File: src/rtl/codifica_hamming_serial.sv
// Hamming(15,11) encoder with framed serial transmitter (start, 15 bits LSB-first, stop).
// Optional macro HAMMING_ERR_INJECT_EN adds erro_pos to flip one transmitted codeword bit.
module codifica_hamming_serial #(
    parameter int unsigned CLKS_PER_BIT = 4
) (
    input  logic        clk,
    input  logic        rst_n,
    input  logic [10:0] dado,
    input  logic        dado_valid,
`ifdef HAMMING_ERR_INJECT_EN
    input  logic [3:0]  erro_pos,
`endif
    output logic        dado_ready,
    output logic        tx,
    output logic [14:0] palavra,
    output logic        ocupado,
    output logic        fim
);

    localparam logic [7:0] BAUD_LAST = 8'(CLKS_PER_BIT - 1);
    localparam logic [3:0] BIT_LAST  = 4'd14;

    typedef enum logic [1:0] {
        IDLE,
        START,
        DADOS,
        PARADA
    } state_t;

    state_t      state_q, state_d;
    logic [7:0]  baud_q, baud_d;
    logic [3:0]  bit_q, bit_d;
    logic [14:0] shift_q, shift_d;
    logic [14:0] palavra_q, palavra_d;

    logic [14:0] codeword;
    logic [14:0] tx_word;
    logic        baud_done;

    // Index i carries Hamming position i+1; parity bits sit at positions 1, 2, 4 and 8.
    assign codeword[2]  = dado[0];
    assign codeword[4]  = dado[1];
    assign codeword[5]  = dado[2];
    assign codeword[6]  = dado[3];
    assign codeword[8]  = dado[4];
    assign codeword[9]  = dado[5];
    assign codeword[10] = dado[6];
    assign codeword[11] = dado[7];
    assign codeword[12] = dado[8];
    assign codeword[13] = dado[9];
    assign codeword[14] = dado[10];
    assign codeword[0]  = ^{codeword[2], codeword[4], codeword[6], codeword[8],
                            codeword[10], codeword[12], codeword[14]};
    assign codeword[1]  = ^{codeword[2], codeword[5], codeword[6], codeword[9],
                            codeword[10], codeword[13], codeword[14]};
    assign codeword[3]  = ^{codeword[4], codeword[5], codeword[6], codeword[11],
                            codeword[12], codeword[13], codeword[14]};
    assign codeword[7]  = ^{codeword[8], codeword[9], codeword[10], codeword[11],
                            codeword[12], codeword[13], codeword[14]};

`ifdef HAMMING_ERR_INJECT_EN
    // Only the transmitted copy is corrupted; palavra keeps the clean codeword.
    logic [14:0] err_mask;
    always_comb begin
        err_mask = '0;
        if (erro_pos != 4'd0) begin
            err_mask = 15'd1 << (erro_pos - 4'd1);
        end
    end
    assign tx_word = codeword ^ err_mask;
`else
    assign tx_word = codeword;
`endif

    assign baud_done = (baud_q == BAUD_LAST);

    // NOTE: sequential state uses non-blocking assignments so every register
    // samples the pre-edge values, independent of statement order.
    always_ff @(posedge clk or negedge rst_n) begin
        if (!rst_n) begin
            state_q   <= IDLE;
            baud_q    <= '0;
            bit_q     <= '0;
            shift_q   <= '0;
            palavra_q <= '0;
        end else begin
            state_q   <= state_d;
            baud_q    <= baud_d;
            bit_q     <= bit_d;
            shift_q   <= shift_d;
            palavra_q <= palavra_d;
        end
    end

    // NOTE: every signal written here gets a default first, so no path can
    // leave one unassigned and infer a latch.
    always_comb begin
        state_d   = state_q;
        baud_d    = baud_q;
        bit_d     = bit_q;
        shift_d   = shift_q;
        palavra_d = palavra_q;
        tx        = 1'b1;

        unique case (state_q)
            IDLE: begin
                if (dado_valid) begin
                    state_d   = START;
                    palavra_d = codeword;
                    shift_d   = tx_word;
                    baud_d    = '0;
                    bit_d     = '0;
                end
            end
            START: begin
                tx = 1'b0;
                if (baud_done) begin
                    state_d = DADOS;
                    baud_d  = '0;
                    bit_d   = '0;
                end else begin
                    baud_d = baud_q + 8'd1;
                end
            end
            DADOS: begin
                tx = shift_q[0];
                if (baud_done) begin
                    baud_d = '0;
                    if (bit_q == BIT_LAST) begin
                        state_d = PARADA;
                        bit_d   = '0;
                    end else begin
                        bit_d   = bit_q + 4'd1;
                        shift_d = {1'b0, shift_q[14:1]};
                    end
                end else begin
                    baud_d = baud_q + 8'd1;
                end
            end
            PARADA: begin
                if (baud_done) begin
                    state_d = IDLE;
                    baud_d  = '0;
                    bit_d   = '0;
                end else begin
                    baud_d = baud_q + 8'd1;
                end
            end
            default: begin
                state_d = IDLE;
                baud_d  = '0;
                bit_d   = '0;
            end
        endcase
    end

    assign dado_ready = (state_q == IDLE);
    assign ocupado    = (state_q != IDLE);
    assign fim        = (state_q == PARADA) && baud_done;
    assign palavra    = palavra_q;

endmodule

File: config.mk
export PLATFORM = sky130hd
export DESIGN_NAME = codifica_hamming_serial
export DESIGN_NICKNAME = d
export VERILOG_FILES = /design/src/rtl/codifica_hamming_serial.sv
export SDC_FILE = /design/constraint.sdc
export NUM_CORES = 1
export LEC_CHECK = 0
export BUFFER_PORTS_ARGS = -buffer_cell sky130_fd_sc_hd__buf_4
export CAP_MARGIN = 0
export CORE_MARGIN = 2
export CORE_UTILIZATION = 34
export DETAILED_ROUTE_END_ITERATION = 10
export REMOVE_ABC_BUFFERS = 1
export SLEW_MARGIN = 25
export SYNTH_ARGS = -nofsm -noshare
export SYNTH_HDL_FRONTEND = slang
export SYNTH_SLANG_ARGS = --single-unit
File: constraint.sdc
create_clock -name clk -period 3.45 [get_ports clk]
set_input_delay 0.69 -clock clk [delete_from_list [all_inputs] [get_ports clk]]
set_output_delay 0.69 -clock clk [all_outputs]
set_load 0.005 [all_outputs]
==> metrics.md, run 1 <==
| Metric | Value |
|---|---|
| Crit-path max FO | `20` |
| Final Cell Area | `roughly 0.0028 sq mm` |
| Worst reg2reg startpoint | `state_q[0]` |
| Top-count cell post-synth | `mux2_2` |
| # rows | `30` |
| YS warnings | `0` |
| First-pass GRT wire length | `between 7000 and 8000 microns` |
| Share of cells above drive strength 1 | `41.4%` |
| Clk_skew | `0.00421 ns` |
| Hold Buf Count CTS | `0` |
| Finish-stage setup viols | `0` |
| Delay of the slowest critical-path stage | `~0.74 ns` |
| Multi-input gate area | `between 0.001 and 0.0015 sq mm` |
| Unrepaired setup endpoints after global routing | `false` |
| Async S/R FF share, synth | `100%` |
| Area share of the largest cell type after synthesis | `between 40 and 50%` |
| Nets@finish | `between 200 and 250` |
| Post-synth EDFFs | `0` |
| Gate Count Post-Synth | `181` |
| Critical Path RT | `3.64 ns` |
| Initial Util | `between 30% and 40%` |
| Max-Slew Margin vs Limit | `about 47%` |
| Iteration-0 DRC Markers | `84` |
| Detail Placement HPWL | `3040 microns` |
| DRC Markers | `0` |
| Core area | `0.00672 sq mm` |
| GRT Overall Usage | `between 10% and 20%` |
| Max frequency | `0.362 GHz` |
| Synth cell count leaders | `mux2_2, dfrtp_1, nand2_1` |
| Worst-path clk slew | `roughly 0.080 ns` |
| Worst hold path class | `input pin to async pin` |
| Vias in the first global route | `between 1k and 1.5k` |
| # diodes | `0` |
| Area contributors post-synth | `dfrtp_1, mux2_2, ha_1, xnor3_1, xor3_1` |
| Die Y | `86.9 microns` |
| Final Wtd Congestion | `around 0.73` |
| Cell Chain, Critical Path | `inv_1 -> ha_1 -> nand2_1 -> o31ai_4 -> mux2_2` |
| Critical Path Source | `state_q[0]` |
| Antenna Violating Nets Remaining | `0` |
| Reg area | `approximately 0.0011 sq mm` |
| Peak VDD IR | `roughly 0.24 mV` |
| Placed Area | `roughly 0.0026 sq mm` |
| DR WL/cell | `approximately 15 microns` |
| Post_cts resized | `0` |
| # H-tree levels | `2` |
| Initial antenna violation count | `0` |
| Place WS | `approximately 0.69 ns` |
| Synth Flop Type | `dfrtp_1` |
| Pwr/cell area | `around 850 mW/mm^2` |
| Clock tree buffer depth | `2` |
| Setup CP Type | `flip-flop to flip-flop` |
| WP data arrival | `between 2 and 3 ns` |
| Die W | `86.9 microns` |
| Leakage | `1.25 nW` |
| Total CTS buffers | `5` |
| Root Buffer Master | `clkbuf_8` |
| Die ar. | `around 0.0076 sq mm` |
| Gr ovfl total | `0` |
| Max-Cap Viols | `0` |
| Final worst setup slack | `roughly 0.69 ns` |
| Final Cycle Share | `80.0%` |
| DR vias/cell | `4.98` |
| Syn avg cell area | `approximately 13 sq um` |
| Post-synth top area cell | `dfrtp_1` |
| Pre-antenna DRT Iters | `4` |
| Critical Path Source Type | `flip-flop` |
| Status | `finished clean` |
| Slew @ Worst Pin | `approximately 0.8 ns` |
| Worst Hold Margin | `~0.38 ns` |
| Seq/Total Area, Yosys | `approximately 47%` |
| Final Hold Viols | `0` |
| Clock sink count | `between 40 and 50` |
| Largest net degree at the start of global routing | `45` |
| Post-synthesis register bit count | `44` |
| IO Count | `33` |
| Crit-path slowest cell | `o31ai_4` |
| CTS tree | `done` |
| Final Slew Violations | `0` |
| Synth cell types | `34` |
| Worst-Skew Late Latency | `approximately 0.29 ns` |
| Post-Syn Area | `about 0.0023 sq mm` |
| Routed wire length | `4320 microns` |
| Final Critical Period | `between 2 and 3 ns` |
| Post-CTS Setup Bufs | `0` |
| Total number of vias | `~1.5k` |
| P&R area growth vs syn | `17.8%` |
| Filler cells | `between 600 and 700` |
| Crit. End Element | `flip-flop` |
| Setup tns final | `0 ns` |
| Port bufs | `32` |
-- through the flow --
stage	instances	power, mW	utilization [%]
floorplan	175	1.61	-
global placement	287	1.96	39.4
detailed placement	287	1.97	39.4
CTS	295	2.38	41.0
global route	295	2.53	41.0
finish	295	2.34	41.0
-- sequential cells by signal (all words and copies together) (netlist names) --
register,count
baud_q,8
palavra,15
shift_q,15
state_q,2
bit_q,4
-- worst max-delay path: cells and delay by family, from the launching register on --
kind | cells | cell delay (ns)
compound gates | 1 | 0.74
simple gates | 1 | 0.27
mux | 1 | 0.41
buf+inv | 1 | 0.12
flops | 1 | 0.42
fa+ha+maj | 1 | 0.69
-- final cells by class --
class / instances / area share [%]
inverter: 5 / 0.682
sequential: 44 / 40.0
clock inverter: 2 / 1.27
tap: 80 / 3.63
multi-input combinational: 126 / 43.1
timing repair buffer: 32 / 8.72
clock buffer: 6 / 2.64
-- path summary, 6_finish.rpt --
path / slack, ns / cells after the start / to
worst max-delay path: 0.69 / 5 / shift_q[8]
worst min-delay path: 0.38 / 1 / palavra[8]
worst max register to register: 0.69 / 5 / shift_q[8]
worst min register to register: 0.51 / 1 / palavra[14]
max in group asynchronous: 2.68 / 1 / state_q[1]
min in group clk: 0.51 / 1 / palavra[14]
-- cell usage in the layout (no fill, tap or decap), drive strengths merged, types with 3 or more instances in the layout --
cell type  instances
xnor3              5
nand3              4
nor2               5
nand2             12
a21oi              5
o21ai              6
o31ai              6
inv                4
nand4              3
xnor2              5
clkbuf             6
xor2               4
buf               32
ha                 8
mux2              45
dfrtp             44
-- metal layers --
metal	vias to the layer above	share of wire, %	track usage (%)	wire length (microns)
met5	-	0	0	0
met4	0	1.7	4.69	75
met3	6	3.2	2.84	138
met2	24	45	18.0	1950
met1	719	50	18.1	2160
li1	721	-	-	-
-- where the power goes --
group | internal (mW) | total [mW] | leakage, nW | switching [mW]
Sequential | 0.744 | 0.869 | 0.542 | 0.125
Combinational | 0.612 | 1.08 | 0.649 | 0.466
Clock | 0.215 | 0.391 | 0.0552 | 0.176
-- kinds of logic (layout without fill, tap and decap cells) --
kind of cell / after synthesis / count (layout) / share of synthesized area (%)
multiplexers: 45 / 45 / 21.7
flip-flops: 44 / 44 / 47.1
AND/OR/NAND/NOR: 36 / 36 / 7.98
AO/OA/AOI/OAI: 21 / 21 / 6.53
XOR/XNOR: 16 / 16 / 10.3
buffers and inverters: 11 / 45 / 2.14
adder cells (fa/ha/maj): 8 / 8 / 4.28
No activity file was read; power rests on OpenSTA's default activity.
==> run 2, diff against run 1 <==
--- a/config.mk
+++ b/config.mk
@@ -5,6 +5,7 @@
 export SDC_FILE = /design/constraint.sdc
 export NUM_CORES = 1
 export LEC_CHECK = 0
+export ABC_AREA = 1
 export BUFFER_PORTS_ARGS = -buffer_cell sky130_fd_sc_hd__buf_4
 export CAP_MARGIN = 0
 export CORE_MARGIN = 2
==> constraint.sdc (replaced) <==
create_clock -name clk -period 2.3 [get_ports clk]
set_input_delay 0.46 -clock clk [delete_from_list [all_inputs] [get_ports clk]]
set_output_delay 0.46 -clock clk [all_outputs]
set_load 0.005 [all_outputs]
==> run 2 against run 1 <==
Against the previous run: sequential power up 47%; critical path type is now flip-flop to primary output; highest routed layer unchanged; cell area up 9.6%; sequential share of layout area is 3.5 points lower.
==> metrics.md, run 2 <==
| Metric | Value |
|---|---|
| Status | `finished clean` |
| CTS tree | `done` |
| Crit path max-delay family | `flip-flops` |
| Detail Placement HPWL | `approximately 3800 microns` |
| Placed Area | `approximately 0.0029 sq mm` |
| Peak VDD IR | `~0.46 mV` |
| Gate Count Post-Synth | `between 300 and 400` |
| Reg area | `~0.0011 sq mm` |
| Final Slew Violations | `0` |
| Critical Path Source Type | `flip-flop` |
| Pwr/cell area | `between 1000 and 1500 mW/mm^2` |
| Clk_skew | `0.00452 ns` |
| Crit-path max FO | `10` |
| Grt met3 use | `under 10%` |
| Async S/R FF share, synth | `100%` |
| Max-Slew Margin vs Limit | `about three fifths` |
| Final worst setup slack | `about 0.28 ns` |
| Cell Chain, Critical Path | `inv_1 -> ha_1 -> nand2_1 -> o21ai_0 -> buf_4` |
| Post-route core utilization | `41.2%` |
| # rows | `31` |
| Crit-path slowest cell | `dfrtp_1` |
| Worst hold path class | `input pin to async pin` |
| Synth cell types | `27` |
| Most common cell after layout, fill and taps aside | `nand2_1` |
| YS warnings | `0` |
| Clock sink count | `44` |
| Initial antenna violation count | `0` |
| Final Cycle Share | `between 80% and 90%` |
| Most Used Layer, Global Route | `met2` |
| Final Cell Area | `just over 0.003 sq mm` |
| Die ar. | `0.00837 sq mm` |
| Post-synth EDFFs | `0` |
| Die W | `between 90 and 100 microns` |
| WP buf/inv | `2` |
| Vias in the first global route | `2,011` |
| Leakage | `approximately 1.6 nW` |
| Final Critical Period | `approximately 2 ns` |
| Share of cells above drive strength 1 | `between 10% and 20%` |
| Worst-case reg-to-reg path depth | `10` |
| Area share of the largest cell type after synthesis | `a little over two fifths` |
| Slew @ Worst Pin | `0.576 ns` |
| Finish-stage setup viols | `0` |
| Gr ovfl total | `0` |
| GR Util met2 | `a little over 20%` |
| Iteration-0 DRC Markers | `between 150 and 200` |
| DR WL/cell | `between 10 and 15 microns` |
| Place WS | `around 0.46 ns` |
| Top-count cell post-synth | `nand2_1` |
| Pre-antenna DRT Iters | `5` |
| DRC Markers | `0` |
| Crit. End Element | `primary output` |
| Routed wire length | `approximately 5300 microns` |
| Unrepaired setup endpoints after global routing | `false` |
| WP data arrival | `1.56 ns` |
| Nets@finish | `~410` |
| IO Count | `33` |
| Critical Path RT | `between 1.5 and 2 ns` |
| Post-CTS Setup Bufs | `0` |
| Grt met1 use | `between 10% and 20%` |
| Setup CP Type | `flip-flop to primary output` |
| P&R area growth vs syn | `16.0%` |
| GRT Overall Usage | `approximately 13%` |
| Clock tree buffer depth | `2` |
| Syn avg cell area | `between 7 and 8 sq um` |
| Max frequency | `~0.5 GHz` |
| Final Wtd Congestion | `a little over 0.8` |
| # diodes | `0` |
| Die Y | `91.5 microns` |
| Post-synth top area cell | `dfrtp_1` |
| Worst-path clk slew | `0.09 ns` |
| Synth Flop Type | `dfrtp_1` |
| # H-tree levels | `2` |
| Post-Syn Area | `between 0.002 and 0.003 sq mm` |
| Synth cell count leaders | `nand2_1, dfrtp_1, inv_1` |
| Setup tns final | `0 ns` |
| Final cell count without fillers | `490` |
| Root Buffer Master | `clkbuf_8` |
| Multi-input gate area | `0.00130 sq mm` |
| Initial Util | `35.5%` |
| Worst-Skew Late Latency | `about 0.30 ns` |
| Total number of vias | `approximately 2.2k` |
| Filler cells | `751` |
| Antenna Violating Nets Remaining | `0` |
| Area contributors post-synth | `dfrtp_1, nand2_1, o21ai_0, ha_1, inv_1` |
| Largest net degree at the start of global routing | `between 40 and 50` |
| Worst Hold Margin | `~0.14 ns` |
| CP Depth | `5` |
| Port bufs | `32` |
| DR vias/cell | `between 4 and 5` |
| Seq/Total Area, Yosys | `between 40 and 50%` |
| Hold Buf Count CTS | `0` |
| Commonest non-fill, non-tap cells in the layout | `nand2_1, dfrtp_1, buf_4` |
| Placed Instances | `just under 500` |
| Core area | `0.00733 sq mm` |
| Pwr Total | `3.56 mW` |
| Max-Cap Viols | `0` |
| Delay of the slowest critical-path stage | `0.42 ns` |
| Post_cts resized | `0` |
| First-pass GRT wire length | `a little over 9000 microns` |
| Post-synthesis register bit count | `between 40 and 50` |
| Total CTS buffers | `5` |
| Final Hold Viols | `0` |
[run 2: kinds of logic (layout without fill, tap and decap cells)]
family	count (synthesis)	in the layout	synth area share [%]
flops	44	44	42.3
buf+inv	42	75	7.79
fa+ha+maj	8	8	3.85
compound gates	46	46	10.8
simple gates	216	216	34.6
xor+xnor	2	2	0.673
[run 2: worst paths after layout]
check	start	to	slack (ns)
max in group asynchronous	rst_n	bit_q[2]	1.76
worst max-delay path	state_q[0]	tx	0.28
min in group clk	dado[10]	shift_q[14]	0.46
worst min-delay path	rst_n	baud_q[5]	0.14
worst max register to register	state_q[0]	shift_q[3]	0.46
worst min register to register	shift_q[3]	shift_q[3]	0.48
[run 2: layout make-up]
cell class	instances	share of cell area (%)
clock buffers	5	2.28
clock inverters	3	1.41
inverters	32	3.98
multi-input cells	272	43.0
flip-flops and latches	44	36.5
well taps	99	4.10
repair buffers	35	8.71
[run 2: metal layers]
layer  share of wire, %  wire, microns
met1                 52           2730
met5                  0              0
met2                 43           2280
met4               0.99             52
met3                4.2            219
[run 2: worst reg2reg max path: stages (launching register included)]
cell     delay, ns
dfrtp_1       0.42
inv_1         0.12
ha_1          0.25
inv_2         0.06
nor2_2        0.15
inv_2         0.15
nand3_2       0.10
buf_4         0.33
nor2_2        0.06
nand2_1       0.06
nand2_1       0.04
[run 2: power breakdown]
part	leakage (nW)	internal [mW]	switching [mW]	total (mW)
clock network	0.0541	0.322	0.278	0.600
logic	1.00	0.690	0.995	1.68
registers	0.562	1.09	0.186	1.28
total	1.62	2.10	1.46	3.56
